`src/rtl/sdm_ratio_meter_if.sv`:
```
// Measurement bus between the ratio meter and its control/readout side.
// The master modport is the meter; the slave modport is the register/debug consumer.
interface sdm_ratio_meter_if #(
    parameter int unsigned WIN_LOG2 = 10
);
    logic                  enable;
    logic [5:0]            div_ctrl;
    logic [5:0]            n_int;
    logic                  meas_ack;
    logic [WIN_LOG2+5:0]   meas_sum;
    logic [WIN_LOG2+6:0]   meas_err;
    logic [5:0]            meas_min;
    logic [5:0]            meas_max;
    logic                  meas_valid;
    logic                  meas_ovr;
    logic                  busy;

    modport master (
        input  enable, div_ctrl, n_int, meas_ack,
        output meas_sum, meas_err, meas_min, meas_max, meas_valid, meas_ovr, busy
    );

    modport slave (
        output enable, div_ctrl, n_int, meas_ack,
        input  meas_sum, meas_err, meas_min, meas_max, meas_valid, meas_ovr, busy
    );
endinterface

```
`src/rtl/sdm_ratio_meter.sv`:
```
// Divider-ratio meter: sums the SDM-modulated divide word over 2^WIN_LOG2 divided-clock
// cycles, reports sum, signed error vs. the expected integer ratio, and min/max, with a
// valid/ack handshake and a sticky overrun flag.
module sdm_ratio_meter #(
    parameter int unsigned WIN_LOG2 = 10
) (
    input logic               div_clk_out,
    input logic               rstn_clkin_s,
    sdm_ratio_meter_if.master bus
);
    localparam int unsigned SumW = WIN_LOG2 + 6;
    localparam int unsigned ErrW = WIN_LOG2 + 7;
    localparam logic [WIN_LOG2-1:0] CntLast = {WIN_LOG2{1'b1}};

    typedef enum logic [0:0] {StIdle, StAccum} state_e;

    state_e              state_q, state_d;
    logic [SumW-1:0]     acc_q, acc_d;
    logic [WIN_LOG2-1:0] cnt_q, cnt_d;
    logic [5:0]          run_min_q, run_min_d;
    logic [5:0]          run_max_q, run_max_d;
    logic [5:0]          n_cap_q, n_cap_d;
    logic [SumW-1:0]     sum_q, sum_d;
    logic [ErrW-1:0]     err_q, err_d;
    logic [5:0]          min_q, min_d;
    logic [5:0]          max_q, max_d;
    logic                valid_q, valid_d;
    logic                ovr_q, ovr_d;
    logic                busy_q;

    logic [SumW-1:0]     samp_sum;
    logic [5:0]          samp_min;
    logic [5:0]          samp_max;

    // Running values including the sample on this edge.
    always_comb begin
        samp_sum = acc_q + SumW'(bus.div_ctrl);
        samp_min = (bus.div_ctrl < run_min_q) ? bus.div_ctrl : run_min_q;
        samp_max = (bus.div_ctrl > run_max_q) ? bus.div_ctrl : run_max_q;
    end

    // Next-state: window sequencing, result capture and handshake.
    always_comb begin
        state_d   = state_q;
        acc_d     = acc_q;
        cnt_d     = cnt_q;
        run_min_d = run_min_q;
        run_max_d = run_max_q;
        n_cap_d   = n_cap_q;
        sum_d     = sum_q;
        err_d     = err_q;
        min_d     = min_q;
        max_d     = max_q;
        valid_d   = valid_q;
        ovr_d     = ovr_q;

        // An ack consumes the pending result; a capture on the same edge re-raises valid.
        if (bus.meas_ack && valid_q) begin
            valid_d = 1'b0;
            ovr_d   = 1'b0;
        end

        unique case (state_q)
            StIdle: begin
                if (bus.enable) begin
                    state_d   = StAccum;
                    acc_d     = '0;
                    cnt_d     = '0;
                    run_min_d = 6'd63;
                    run_max_d = 6'd0;
                    n_cap_d   = bus.n_int;
                end
            end
            StAccum: begin
                if (!bus.enable) begin
                    // Abort: partial window dropped, results left as they are.
                    state_d = StIdle;
                end else if (cnt_q == CntLast) begin
                    sum_d   = samp_sum;
                    err_d   = ErrW'(samp_sum) - ErrW'({n_cap_q, {WIN_LOG2{1'b0}}});
                    min_d   = samp_min;
                    max_d   = samp_max;
                    valid_d = 1'b1;
                    if (valid_q && !bus.meas_ack) begin
                        ovr_d = 1'b1;
                    end
                    acc_d     = '0;
                    cnt_d     = '0;
                    run_min_d = 6'd63;
                    run_max_d = 6'd0;
                    n_cap_d   = bus.n_int;
                end else begin
                    acc_d     = samp_sum;
                    cnt_d     = cnt_q + WIN_LOG2'(1);
                    run_min_d = samp_min;
                    run_max_d = samp_max;
                end
            end
        endcase
    end

    // State and result registers, asynchronous active-low reset.
    always_ff @(posedge div_clk_out or negedge rstn_clkin_s) begin
        if (!rstn_clkin_s) begin
            state_q   <= StIdle;
            acc_q     <= '0;
            cnt_q     <= '0;
            run_min_q <= '0;
            run_max_q <= '0;
            n_cap_q   <= '0;
            sum_q     <= '0;
            err_q     <= '0;
            min_q     <= '0;
            max_q     <= '0;
            valid_q   <= 1'b0;
            ovr_q     <= 1'b0;
            busy_q    <= 1'b0;
        end else begin
            state_q   <= state_d;
            acc_q     <= acc_d;
            cnt_q     <= cnt_d;
            run_min_q <= run_min_d;
            run_max_q <= run_max_d;
            n_cap_q   <= n_cap_d;
            sum_q     <= sum_d;
            err_q     <= err_d;
            min_q     <= min_d;
            max_q     <= max_d;
            valid_q   <= valid_d;
            ovr_q     <= ovr_d;
            busy_q    <= (state_d == StAccum);
        end
    end

    // Outputs come straight from registers.
    always_comb begin
        bus.meas_sum   = sum_q;
        bus.meas_err   = err_q;
        bus.meas_min   = min_q;
        bus.meas_max   = max_q;
        bus.meas_valid = valid_q;
        bus.meas_ovr   = ovr_q;
        bus.busy       = busy_q;
    end
endmodule

```
`src/flat_wrapper.sv`:
```
// flat-port wrapper written by rule: the top's interface ports become plain ports
module sdm_ratio_meter_flat 
#(
    parameter int unsigned WIN_LOG2 = 10
)
  (div_clk_out, rstn_clkin_s, bus_enable, bus_div_ctrl, bus_n_int, bus_meas_ack, bus_meas_sum, bus_meas_err, bus_meas_min, bus_meas_max, bus_meas_valid, bus_meas_ovr, bus_busy);
  sdm_ratio_meter_if #(.WIN_LOG2(WIN_LOG2)) bus_i ();
  input logic div_clk_out;
  input logic rstn_clkin_s;
  input wire logic [$bits(bus_i.enable)-1:0] bus_enable;
  input wire logic [$bits(bus_i.div_ctrl)-1:0] bus_div_ctrl;
  input wire logic [$bits(bus_i.n_int)-1:0] bus_n_int;
  input wire logic [$bits(bus_i.meas_ack)-1:0] bus_meas_ack;
  output wire logic [$bits(bus_i.meas_sum)-1:0] bus_meas_sum;
  output wire logic [$bits(bus_i.meas_err)-1:0] bus_meas_err;
  output wire logic [$bits(bus_i.meas_min)-1:0] bus_meas_min;
  output wire logic [$bits(bus_i.meas_max)-1:0] bus_meas_max;
  output wire logic [$bits(bus_i.meas_valid)-1:0] bus_meas_valid;
  output wire logic [$bits(bus_i.meas_ovr)-1:0] bus_meas_ovr;
  output wire logic [$bits(bus_i.busy)-1:0] bus_busy;
  assign bus_i.enable = bus_enable;
  assign bus_i.div_ctrl = bus_div_ctrl;
  assign bus_i.n_int = bus_n_int;
  assign bus_i.meas_ack = bus_meas_ack;
  assign bus_meas_sum = bus_i.meas_sum;
  assign bus_meas_err = bus_i.meas_err;
  assign bus_meas_min = bus_i.meas_min;
  assign bus_meas_max = bus_i.meas_max;
  assign bus_meas_valid = bus_i.meas_valid;
  assign bus_meas_ovr = bus_i.meas_ovr;
  assign bus_busy = bus_i.busy;
  sdm_ratio_meter #(.WIN_LOG2(WIN_LOG2)) u_core (.div_clk_out(div_clk_out), .rstn_clkin_s(rstn_clkin_s), .bus(bus_i));
endmodule
```
`config.mk`:
```
export PLATFORM = sky130hd
export DESIGN_NAME = sdm_ratio_meter_flat
export DESIGN_NICKNAME = d
export VERILOG_FILES = /design/src/rtl/sdm_ratio_meter_if.sv /design/src/rtl/sdm_ratio_meter.sv /design/src/flat_wrapper.sv
export SDC_FILE = /design/constraint.sdc
export NUM_CORES = 1
export LEC_CHECK = 0
export ABC_AREA = 1
export ABC_CLOCK_PERIOD_IN_PS = 2700
export CAP_MARGIN = 15
export CORE_ASPECT_RATIO = 1.25
export CORE_MARGIN = 1
export CORE_UTILIZATION = 50
export DETAILED_ROUTE_END_ITERATION = 10
export GPL_ROUTABILITY_DRIVEN = 0
export MAX_ROUTING_LAYER = met4
export PLACE_DENSITY = 0.76
export SLEW_MARGIN = 20
export SYNTH_ARGS = -nofsm -noshare
export SYNTH_HDL_FRONTEND = slang
export SYNTH_SLANG_ARGS = --single-unit
```
`constraint.sdc`:
```
create_clock -name div_clk_out -period 2.7 [get_ports div_clk_out]
set_input_delay 0.675 -clock div_clk_out [delete_from_list [all_inputs] [get_ports div_clk_out]]
set_output_delay 0.675 -clock div_clk_out [all_outputs]
set_load 0.05 [all_outputs]
```
==> out/summary.txt <==
clock buffer count from CTS = 9
CP Max Fanout = 5
Num Clock Sinks = 82
syn avg cell area = 7.75 sq um
worst r2r src = u_core.acc_q[0]
worst skew pair latency = 370 ps
FMAX = 379 MHz
starting density of the core = 52.1%
DRT Pass-1 Iters = 4
Die Wd = 87.6 um
Reg-to-Reg End = u_core.bus.meas_err[14]
Layout Utilization = 67.5%
Worst Skew = 11.0 ps
M2 GR Usage = 44.1%
flops & latches, synth = 82
initial antenna violation count = 0
Layout fillers = 723
CTS max path bufs = 2
mapped cell area = 0.00458 sq mm
Least-Margin Pin Slew = 540 ps
Crit. End Element = flip-flop
most used routing layer in global routing = met2
Fin. Hold Viols = 0
drt first-iter violations = 203
design area = 0.00594 sq mm
CP dominant cell by count = nand2_2
arrival time at the worst endpoint = 2890 ps
synth warn = 0
Period minus WS final = 2640 ps
Post-DRT Antenna Nets = 0
fin nets = 728
Die Height = 109 um
Max Cap Viol = 0
Syn Nets = 633
FP Rows = 38
Leak = 3.01 nW
proportion of layout cells with a drive suffix above 1 = 15.2%
top cell type's share of synthesized area = 44.8%
crit path cell chain = clkdlybuf4s15_2, ha_4, fa_2, nand3_2, nand2_2, nand2_2, nand2_4, nand3_4, nand2_2, ha_2, fa_2, o21ai_2, xnor2_1, o21ai_1
GRT Total Usage = 26.2%
CP peak stage delay = 400 ps
Worst Path Required = 2950 ps
Cell Pwr Density = 524 mW/mm^2
worst setup path start = bus_div_ctrl[0]
first-pass GRT wire length = 18.7 mm
HP Class = input port to asynchronous set/reset pin
worst r2r path cells = 13
final setup violation count = 0
vias per inst = 5.17
status = finished clean
slew margin rel. = 64.0%
DP Wirelength = 7.81 mm
Worst R2R Setup Slack = 160 ps
total grt overflow = 0
ratio of final minimum period to clock period = 97.7%
total power = 0.00311 W
post-synthesis instance total = 591
vias in the first global route = 4,183
I/O pin count = 64
total core area = 0.00880 sq mm
slowest CP cell = fa_2
Root Buffer = clkbuf_8
Yosys cell types = 32
Worst Setup EP = u_core.bus.meas_err[14]
# diodes = 0
Die Area = 0.00956 sq mm
drt total wl = 11.2 mm
vias after detailed routing = 4,190
clk slew on worst S/H paths = 90 ps
GR Util met1 = 30.6%
H-tree depth = 3
routed len/inst = 13.8 um
post-synth top area cell = dfrtp_1
port bufs = 63
drt drc = 0
CP Class = input port to flip-flop
placed cell areas = 0.00560 sq mm
startpoint types = input port
synthesis-to-layout area growth = 29.5%
pin count of the biggest net entering global routing = 49
share of the yosys chip area belonging to registers = 44.8%
CTS tree = done
Synth area leaders = dfrtp_1 (45%), nand2_1 (17%), nand3_1 (7.0%)
Worst VDD drop = 0.261 mV
Slew Limit Fails = 0
met3 global-route usage = 4.16%
layout make-up:
cell class	count	area (sq um)	area share, %
multi-input combinational	420	2300	38.8
sequential	82	2050	34.6
timing repair buffer	109	990	16.7
inverter	64	240	4.05
clock buffer	11	151	2.55
tap	120	150	2.53
clock inverter	5	52.6	0.885
critical path: cells and delay by family:
kind | cells | cell delay (ps)
xor+xnor | 1 | 160
fa+ha+maj | 4 | 1150
simple gates | 6 | 430
buf+inv | 1 | 210
compound gates | 2 | 250
worst min-delay path by stage:
| stage | slack [ps] | depth (start not counted) | from | to |
|---|---|---|---|---|
| final | 270 | 1 | rstn_clkin_s | u_core.bus.meas_min[3] |
| after detailed placement | 460 | 2 | u_core.bus.meas_max[0] | u_core.bus.meas_max[0] |
| after floorplan | 380 | 0 | rstn_clkin_s | asynchronous set/reset pin |
| after global placement | 460 | 2 | u_core.run_max_q[5] | u_core.run_max_q[5] |
| after CTS | 290 | 1 | rstn_clkin_s | u_core.bus.meas_min[3] |
| after global routing | 320 | 1 | rstn_clkin_s | u_core.bus.meas_min[3] |
synthesized netlist by cell type (all sizes together):
cell    instances
nor3            9
ha             24
dfrtp          82
xnor2           4
o21ai          28
a21o            1
nand4           6
nand2         208
o21a            1
buf            21
nand3b          4
fa              2
a21boi          2
clkbuf          4
nor2           35
nand3          65
o21bai          1
and2            4
a21oi          18
inv            64
or2             1
xor2            6
o22ai           1
stage by stage:
stage	TNS [ps]	worst slack [ps]	hold WS, ps	instances
4_1_cts	0	13.5	293	811
3_5_place_dp	-3580	-649	465	794
5_1_grt	-94.3	-59.9	316	811
3_3_place_gp	-3200	-562	463	794
2_1_floorplan	0	2.90	379	591
6_report	0	60.9	273	811
layout by cell type, fill, tap and decap left out, types with 2 or more instances in the layout:
cell and n:
clkinv_2 3, o21ai_0 24, fa_2 2, nand4_1 6, clkdlybuf4s50_1 56, o21ai_1 3, dfrtp_1 82, nand3b_1 4
inv_1 62, xnor2_1 4, a21oi_1 17, and2_1 3, nor3_4 2, ha_1 15, buf_4 45, nand3_1 62
nor2_2 3, clkbuf_8 11, dlygate4sd2_1 4, buf_12 2, nand3_2 2, xor2_1 6, inv_2 2, nor3_1 6
nand2_1 194, ha_4 8, nand2_2 13, nor2_1 32
where the power goes:
group / leakage, nW / total, W / switching [W] / internal [W]
sequential: 1.09 / 0.00138 / 0.0000718 / 0.00131
clock: 0.105 / 0.000934 / 0.000461 / 0.000473
combinational: 1.82 / 0.000791 / 0.000443 / 0.000349
registers in the layout (all words and copies together), names as in the netlist, named ones only:
| name | flops |
|---|---|
| u_core.acc_q | 16 |
| u_core.n_cap_q | 6 |
| u_core.bus.meas_min | 6 |
| u_core.state_q | 1 |
| u_core.cnt_q | 10 |
| u_core.run_min_q | 6 |
| u_core.bus.meas_err | 7 |
| u_core.bus.meas_sum | 16 |
| u_core.bus.meas_max | 6 |
| u_core.run_max_q | 6 |
| u_core.bus.meas_valid | 1 |
layer usage:
metal,part of all wire (%),wire length [um]
met4,3.0,336
met5,0,0
met2,50,5640
met1,43,4780
met3,3.8,419
cells by family (layout without fill, tap and decap cells):
logic type,count (synthesis),after routing,share of synthesized area [%]
buf+inv,89,189,9.15
fa+ha+maj,26,26,7.43
simple gates,332,332,30.8
compound gates,52,52,5.98
xor+xnor,10,10,1.91
flops,82,82,44.8
what timing repair did:
action                                  in CTS  in global routing
endpoints found under the setup margin       6                  5
hold endpoints to repair                     0                  0
hold buffers                                 0                  0
gates resized for setup                     14                 22
pin swaps                                    6                  6
setup buffers                                1                  0
Note: power is estimated with default switching activity, not from simulation.
